## src/rtl/mole_scheduler.sv

```systemverilog
`default_nettype none
// ============================================================================
// Module   : mole_scheduler
// Brief    : Keeps up to MAX_MOLES moles alive on distinct holes, ages them on
//            game ticks, respawns via LFSR draws and resolves whack requests.
// Revision : 1.0 - initial parametrised release
// ============================================================================
module mole_scheduler #(
  parameter int          NUM_HOLES = 18,
  parameter int          MAX_MOLES = 3,
  parameter int          LIFE_W    = 4,
  parameter int          MAX_TRIES = 4,
  parameter logic [15:0] SEED      = 16'hACE1
) (
  input  logic                               clk,
  input  logic                               rst_n,
  input  logic                               enable,
  input  logic                               tick,
  input  logic [$clog2(MAX_MOLES+1)-1:0]     target_moles,
  input  logic [LIFE_W-1:0]                  lifetime,
  input  logic                               whack_valid,
  input  logic [$clog2(NUM_HOLES)-1:0]       whack_hole,
  output logic [NUM_HOLES-1:0]               mole_mask,
  output logic [$clog2(MAX_MOLES+1)-1:0]     live_count,
  output logic                               hit_pulse,
  output logic [$clog2(NUM_HOLES)-1:0]       hit_hole,
  output logic                               miss_pulse,
  output logic                               busy
);

  localparam int c_IDX_W = $clog2(NUM_HOLES);
  localparam int c_CNT_W = $clog2(MAX_MOLES+1);
  localparam int c_TRY_W = $clog2(MAX_TRIES+2);
  localparam int c_PAD_W = 2**c_IDX_W;
  localparam logic [LIFE_W-1:0]  c_LIFE_ONE = LIFE_W'(1);
  localparam logic [c_CNT_W-1:0] c_MAX_CNT  = c_CNT_W'(MAX_MOLES);
  localparam logic [c_TRY_W-1:0] c_MAX_TRY  = c_TRY_W'(MAX_TRIES);

  typedef enum logic [1:0] {
    ST_IDLE  = 2'd0,
    ST_AGE   = 2'd1,
    ST_PICK  = 2'd2,
    ST_PLACE = 2'd3
  } state_t;

  state_t                r_state, w_state_nxt;
  logic [15:0]           r_lfsr;
  logic                  r_prev_tick;
  logic [MAX_MOLES-1:0]  r_valid, w_valid_nxt;
  logic [c_IDX_W-1:0]    r_hole [MAX_MOLES];
  logic [c_IDX_W-1:0]    w_hole_nxt [MAX_MOLES];
  logic [LIFE_W-1:0]     r_timer [MAX_MOLES];
  logic [LIFE_W-1:0]     w_timer_nxt [MAX_MOLES];
  logic [NUM_HOLES-1:0]  r_mask, w_mask_nxt;
  logic [c_CNT_W-1:0]    r_live, w_live_nxt;
  logic                  r_hit, w_hit;
  logic [c_IDX_W-1:0]    r_hit_hole, w_hit_hole;
  logic                  r_miss, w_miss;
  logic [c_IDX_W-1:0]    r_cand, w_cand_nxt;
  logic [c_TRY_W-1:0]    r_tries, w_tries_nxt;

  logic                  w_tick_rise;
  logic                  w_lfsr_fb;
  logic [LIFE_W-1:0]     w_life;
  logic [c_CNT_W-1:0]    w_target;
  logic [c_IDX_W-1:0]    w_draw;
  logic [c_PAD_W-1:0]    w_occ_pad;
  logic                  w_accept;
  logic [c_IDX_W-1:0]    w_fallback;
  logic                  w_fb_found;
  logic                  w_slot_found;
  logic [MAX_MOLES-1:0]  w_whacked;

  assign w_tick_rise = tick & ~r_prev_tick;
  assign w_lfsr_fb   = r_lfsr[15] ^ r_lfsr[13] ^ r_lfsr[12] ^ r_lfsr[10];
  assign w_life      = (lifetime == '0) ? c_LIFE_ONE : lifetime;
  assign w_target    = (target_moles > c_MAX_CNT) ? c_MAX_CNT : target_moles;
  assign w_draw      = r_lfsr[c_IDX_W-1:0];

  // Occupancy padded with ones so draws beyond the last hole read as taken.
  always_comb begin
    w_occ_pad = '1;
    w_occ_pad[NUM_HOLES-1:0] = r_mask;
  end

  assign w_accept = ~w_occ_pad[w_draw];

  // Priority encoder: lowest-index free hole used when random draws give up.
  always_comb begin
    w_fallback = '0;
    w_fb_found = 1'b0;
    for (int h = 0; h < NUM_HOLES; h++) begin
      if (!w_fb_found && !r_mask[h]) begin
        w_fallback = c_IDX_W'(h);
        w_fb_found = 1'b1;
      end
    end
  end

  // Next slot contents: whack frees, aging/expiry, placement, enable clear.
  always_comb begin
    w_valid_nxt  = r_valid;
    w_hole_nxt   = r_hole;
    w_timer_nxt  = r_timer;
    w_whacked    = '0;
    w_hit        = 1'b0;
    w_hit_hole   = r_hit_hole;
    w_miss       = 1'b0;
    w_slot_found = 1'b0;
    for (int i = 0; i < MAX_MOLES; i++) begin
      if (whack_valid && (int'(whack_hole) < NUM_HOLES) &&
          r_valid[i] && (r_hole[i] == whack_hole)) begin
        w_whacked[i]   = 1'b1;
        w_valid_nxt[i] = 1'b0;
        w_hit          = 1'b1;
        w_hit_hole     = whack_hole;
      end
    end
    if (r_state == ST_AGE) begin
      for (int i = 0; i < MAX_MOLES; i++) begin
        if (r_valid[i]) begin
          w_timer_nxt[i] = r_timer[i] - c_LIFE_ONE;
          if (r_timer[i] == c_LIFE_ONE) begin
            w_valid_nxt[i] = 1'b0;
            // A whack landing on an expiring mole scores as a hit only.
            if (!w_whacked[i]) w_miss = 1'b1;
          end
        end
      end
    end
    if (r_state == ST_PLACE) begin
      for (int i = 0; i < MAX_MOLES; i++) begin
        if (!w_slot_found && !r_valid[i]) begin
          w_valid_nxt[i] = 1'b1;
          w_hole_nxt[i]  = r_cand;
          w_timer_nxt[i] = w_life;
          w_slot_found   = 1'b1;
        end
      end
    end
    if (!enable) begin
      w_valid_nxt = '0;
      w_hit       = 1'b0;
      w_hit_hole  = r_hit_hole;
      w_miss      = 1'b0;
    end
  end

  // Derived mask and live count from the next slot contents, kept in lockstep.
  always_comb begin
    w_mask_nxt = '0;
    w_live_nxt = '0;
    for (int i = 0; i < MAX_MOLES; i++) begin
      if (w_valid_nxt[i]) begin
        w_mask_nxt[w_hole_nxt[i]] = 1'b1;
        w_live_nxt = w_live_nxt + c_CNT_W'(1);
      end
    end
  end

  // Scheduler FSM next-state: age on tick, then draw and place until target.
  always_comb begin
    w_state_nxt = r_state;
    w_cand_nxt  = r_cand;
    w_tries_nxt = r_tries;
    case (r_state)
      ST_IDLE: begin
        if (w_tick_rise && enable) w_state_nxt = ST_AGE;
      end
      ST_AGE: begin
        w_tries_nxt = '0;
        w_state_nxt = (w_live_nxt < w_target) ? ST_PICK : ST_IDLE;
      end
      ST_PICK: begin
        if (r_tries == c_MAX_TRY) begin
          w_cand_nxt  = w_fallback;
          w_state_nxt = ST_PLACE;
        end else if (w_accept) begin
          w_cand_nxt  = w_draw;
          w_state_nxt = ST_PLACE;
        end else begin
          w_tries_nxt = r_tries + c_TRY_W'(1);
        end
      end
      ST_PLACE: begin
        w_tries_nxt = '0;
        w_state_nxt = (w_live_nxt < w_target) ? ST_PICK : ST_IDLE;
      end
      default: w_state_nxt = ST_IDLE;
    endcase
    if (!enable) begin
      w_state_nxt = ST_IDLE;
      w_tries_nxt = '0;
    end
  end

  // Free-running LFSR and tick edge history, independent of enable.
  always_ff @(posedge clk or negedge rst_n) begin
    if (!rst_n) begin
      r_lfsr      <= SEED;
      r_prev_tick <= 1'b0;
    end else begin
      r_lfsr      <= {r_lfsr[14:0], w_lfsr_fb};
      r_prev_tick <= tick;
    end
  end

  // FSM, slot and output registers.
  always_ff @(posedge clk or negedge rst_n) begin
    if (!rst_n) begin
      r_state    <= ST_IDLE;
      r_valid    <= '0;
      r_mask     <= '0;
      r_live     <= '0;
      r_hit      <= 1'b0;
      r_hit_hole <= '0;
      r_miss     <= 1'b0;
      r_cand     <= '0;
      r_tries    <= '0;
      for (int i = 0; i < MAX_MOLES; i++) begin
        r_hole[i]  <= '0;
        r_timer[i] <= '0;
      end
    end else begin
      r_state    <= w_state_nxt;
      r_valid    <= w_valid_nxt;
      r_mask     <= w_mask_nxt;
      r_live     <= w_live_nxt;
      r_hit      <= w_hit;
      r_hit_hole <= w_hit_hole;
      r_miss     <= w_miss;
      r_cand     <= w_cand_nxt;
      r_tries    <= w_tries_nxt;
      for (int i = 0; i < MAX_MOLES; i++) begin
        r_hole[i]  <= w_hole_nxt[i];
        r_timer[i] <= w_timer_nxt[i];
      end
    end
  end

  assign mole_mask  = r_mask;
  assign live_count = r_live;
  assign hit_pulse  = r_hit;
  assign hit_hole   = r_hit_hole;
  assign miss_pulse = r_miss;
  assign busy       = (r_state != ST_IDLE);

endmodule
`default_nettype wire

```

## config.mk

```make
export PLATFORM = sky130hd
export DESIGN_NAME = mole_scheduler
export DESIGN_NICKNAME = d
export VERILOG_FILES = /design/src/rtl/mole_scheduler.sv
export SDC_FILE = /design/constraint.sdc
export NUM_CORES = 1
export LEC_CHECK = 0
export CAP_MARGIN = 20
export CORE_MARGIN = 2
export CORE_UTILIZATION = 35
export DETAILED_ROUTE_END_ITERATION = 8
export GPL_TIMING_DRIVEN = 1
export SLEW_MARGIN = 20
export SYNTH_ARGS = -nofsm -noshare
export SYNTH_HDL_FRONTEND = slang
export SYNTH_SLANG_ARGS = --single-unit
export TNS_END_PERCENT = 100
```

## constraint.sdc

```tcl
create_clock -name clk -period 2.48 [get_ports clk]
set_input_delay 0.496 -clock clk [delete_from_list [all_inputs] [get_ports clk]]
set_output_delay 0.496 -clock clk [all_outputs]
set_load 0.03 [all_outputs]
```

==> results.md <==
- The number of max-cap violations is 0.
- The number of nets handed over by synthesis was 491.
- The final weighted congestion in routability-driven placement is 0.860.
- The clock buffer count from CTS is 9.
- Summed over all failing endpoints, the final setup total negative slack is -5.47 ps.
- The maximum cell stage delay along the critical path is 400 ps.
- The average detailed-routed wire length per instance is 17.3 µm.
- The signal on the critical path passes through inv_2 -> ha_1 -> nor3b_2 -> buf_4 -> nand2_1 -> and3_4 -> a22oi_2 -> buf_4 -> o21ai_4 -> ha_4 -> nand2b_4 -> o21ai_4 -> o21ba_4 -> a21oi_2.
- The number of I/O port buffers is 43.
- The largest fanout of any net on the critical path is 3.
- For the final database, setup skew stands at 7.45 ps.
- The half-perimeter wire length of the detailed placement result is 9720 µm.
- The number of antenna violations at the first check in global routing came to 0.
- After clock tree synthesis, the flow added hold-fix buffers numbering 0.
- Static timing analysis puts the maximum clock frequency at 0.402 GHz.
- In the global route stage, overall resource usage came out at 19.2%.
- The wire length of the first global-routing pass is 21,100 µm.
- The commonest cells after synthesis are sky130_fd_sc_hd__dfrtp_1, sky130_fd_sc_hd__nand2_1, sky130_fd_sc_hd__inv_1, sky130_fd_sc_hd__nor2_1, sky130_fd_sc_hd__o21ai_0.
- Counting the fill cells in the layout gives 1,231.
- Using the TritonRoute via totals, the vias-per-cell ratio works out to 5.28.
- In the final design database the tool counted 602 nets.
- Synthesis produced 464 cells.
- Counting flops and latches in the post-synthesis netlist gives 84.
- The average cell area after synthesis is 9.88 µm².
- The worst setup path is launched from a flop.
- The classification of the worst setup path is flop to flop.
- The design area is 6190 µm².
- The final number of hold-violating endpoints is 0.
- The number of max-slew violations in the final report came to 0.
- The worst pin sits at a relative slew slack of 60.0%.
- The total number of H-tree levels is 3.
- The top-level port count is 44.
- Row generation in the floorplan step produced 41 rows.
- STA puts the critical path data required time at 2760 ps.
- The checks that failed: setup timing.
- The post-route netlist has 26.7% of its cells at a drive strength greater than 1.
- The antenna cell count is 0.
- The path type of the worst min-delay path is primary input to asynchronous set/reset pin.
- Sequential elements use 46.1% of the synthesized area.
- Counting every sink on the clock net gives 84.
- The power density over the cells is 511 nW/µm².
- After layout, the worst setup slack is -5.47 ps.
- Yosys attributes the largest share of cell area to sky130_fd_sc_hd__dfrtp_1, sky130_fd_sc_hd__dfstp_2, sky130_fd_sc_hd__mux2i_1.
- The post-route fraction of the period consumed by the critical path is 100%.
- The number of distinct standard cells referenced by the synthesized netlist is 59.
- VDD sags by at most 364 µV.
- The root buffer cell chosen for the clock tree is sky130_fd_sc_hd__clkbuf_16.
- STA puts the critical path data arrival time at 2770 ps.
- STA classifies the critical path endpoint as a flop.
- The final setup violation count is 1.
- The relative area change from synthesis to final layout is 35.1%.
- The flow ran to the end, but the final reports show violations.
- Counting I/O delays and the setup requirement, the final critical path takes 2490 ps.
- The total congestion overflow after global routing is 0.
- The chip width is 118 µm.
- The instance area after placement is 5610 µm².
- The die covers 14,000 µm².
- The detailed router's first-iteration violation count is 307.
- The number of global-route vias before repair was 3,978.
- The fraction of synthesized cell area taken by the top area cell type is 41.5%.
- The count of flip-flops with a built-in enable after synthesis is 0.
- The later pin in the worst-skew pair is clocked with a latency of 350 ps.
- The actual slew at the worst max-slew pin is 594 ps.
- The starting density of the core is 36.0%.
- The post-synthesis cell type with the largest combined area is sky130_fd_sc_hd__dfrtp_1.
- Summing every instance area after synthesis gives 4580 µm².
- The most used flip-flop cell after synthesis is sky130_fd_sc_hd__dfrtp_1.
- Clock-pin slew was measured on the worst setup and hold paths at 70 ps.
- Summed over all layers, the routed wires come to 13,000 µm.
- The yosys synthesis warning count is 0.
- The most frequent cell after synthesis is sky130_fd_sc_hd__dfrtp_1.
- Before antenna repair, the detailed router went through 4 iterations.
- Across all layers, the routed design uses 3,974 vias.
- The slowest stage of the critical path is the sky130_fd_sc_hd__dfrtp_1 cell.
- The buffer depth of the longest clock path is 2.
- The tightest hold path in the finished design has a slack of 132 ps.
- In this run the register-to-register setup slack is -5 ps.
- TritonCTS built the clock tree.
- The count of nets left with antenna violations once routing finished came out at 0.
- The largest net degree at the start of global routing is 47.
- Summed over all cells, the static leakage comes to 0.00266 µW.
- The die height is 118 µm.
- The count of unresolved DRC violations after routing is 0.
- Of all flip-flops after synthesis, the portion carrying an async set or reset was 100%.
- The standard cell core area is 12,700 µm².
- Setup repair after global routing could not meet its margin everywhere.
[repair_timing]
item / 4_1_cts / 5_1_grt
setup endpoints to repair: 6 / 3
endpoints found under the hold margin: 0 / 0
buffers inserted: 6 / 12
pin swaps: 12 / 13
resized for setup: 29 / 14
[sequential cells by signal, indices dropped and copies added, names as in the netlist, 2 cells and up]
| register | count |
|---|---|
| mole_mask | 18 |
| r_lfsr | 16 |
| r_hole | 15 |
| r_timer | 12 |
| hit_hole | 5 |
| r_cand | 5 |
| r_tries | 3 |
| r_valid | 3 |
| live_count | 2 |
| r_state | 2 |
[metrics by stage]
| step | total power, µW | util [%] | setup slack, ps | std cells |
|---|---|---|---|---|
| after floorplan | 1680 | - | -45.2 | 464 |
| after global routing | 3300 | 48.7 | -123 | 752 |
| after CTS | 3190 | 47.5 | 8.83 | 740 |
| after detailed placement | 1840 | 44.1 | -721 | 718 |
| final | 3170 | 48.7 | -5.47 | 752 |
| after global placement | 1830 | 44.1 | -545 | 718 |
[routing by layer]
metal	routed length [µm]	global-route usage [%]
met5	0	0
met4	263	7.81
met3	539	4.01
met2	6150	30.3
met1	6040	25.7
[cells in the final DEF, fill, tap and decap left out, types with 9 or more instances in the layout]
master                             n
sky130_fd_sc_hd__dfrtp_1          76
sky130_fd_sc_hd__buf_4            66
sky130_fd_sc_hd__nand2_1          49
sky130_fd_sc_hd__clkdlybuf4s50_1  37
sky130_fd_sc_hd__inv_1            28
sky130_fd_sc_hd__nor2_1           27
sky130_fd_sc_hd__mux2i_1          20
sky130_fd_sc_hd__o21ai_0          19
sky130_fd_sc_hd__nand3_1          17
sky130_fd_sc_hd__a21oi_1          14
sky130_fd_sc_hd__mux2_2           13
sky130_fd_sc_hd__nand4_1          12
sky130_fd_sc_hd__xor2_1           11
sky130_fd_sc_hd__xnor2_1          11
sky130_fd_sc_hd__a31oi_1          10
sky130_fd_sc_hd__or3_1             9
sky130_fd_sc_hd__clkbuf_16         9
[layout make-up]
type / count / area [µm²] / share of cell area, %
flip-flops and latches: 84 / 2110 / 34.1
multi-input cells: 337 / 2490 / 40.2
repair buffers: 112 / 965 / 15.6
inverters: 31 / 116 / 1.88
clock buffers: 11 / 253 / 4.08
well taps: 172 / 215 / 3.47
clock inverters: 5 / 42.5 / 0.687
[cell families after synthesis]
group | count (synthesis) | synth area share, %
fa+ha+maj | 11 | 3.00
mux | 35 | 8.54
xor+xnor | 26 | 4.97
simple gates | 171 | 19.7
compound gates | 94 | 13.7
buf+inv | 43 | 3.99
flops | 84 | 46.1
[power breakdown]
group	internal [µW]	switching [µW]
Clock	743	566
Combinational	163	205
Sequential	1420	73.9
Total	2320	844
[worst paths after layout]
check,start,end,cells after the start
min in group clk,r_lfsr[8]$_DFF_PN0_,r_lfsr[9]$_DFF_PN0_,0
min reg2reg,r_lfsr[8]$_DFF_PN0_,r_lfsr[9]$_DFF_PN0_,0
max,r_timer[1]$_DFF_PN0_,r_state[1]$_DFFE_PN0P_,14
max in group asynchronous,rst_n,r_lfsr[10]$_DFF_PN1_,2
min,rst_n,r_hole[1]$_DFF_PN0_,1
max reg2reg,r_timer[1]$_DFF_PN0_,r_state[1]$_DFFE_PN0P_,14
[worst max-delay path, delay by kind of cell, from the launching register on]
kind	cells	cell delay, ps
buf+inv	3	390
compound gates	5	770
fa+ha+maj	2	270
flops	1	400
simple gates	4	570
Note: power is estimated with default switching activity, not from simulation.
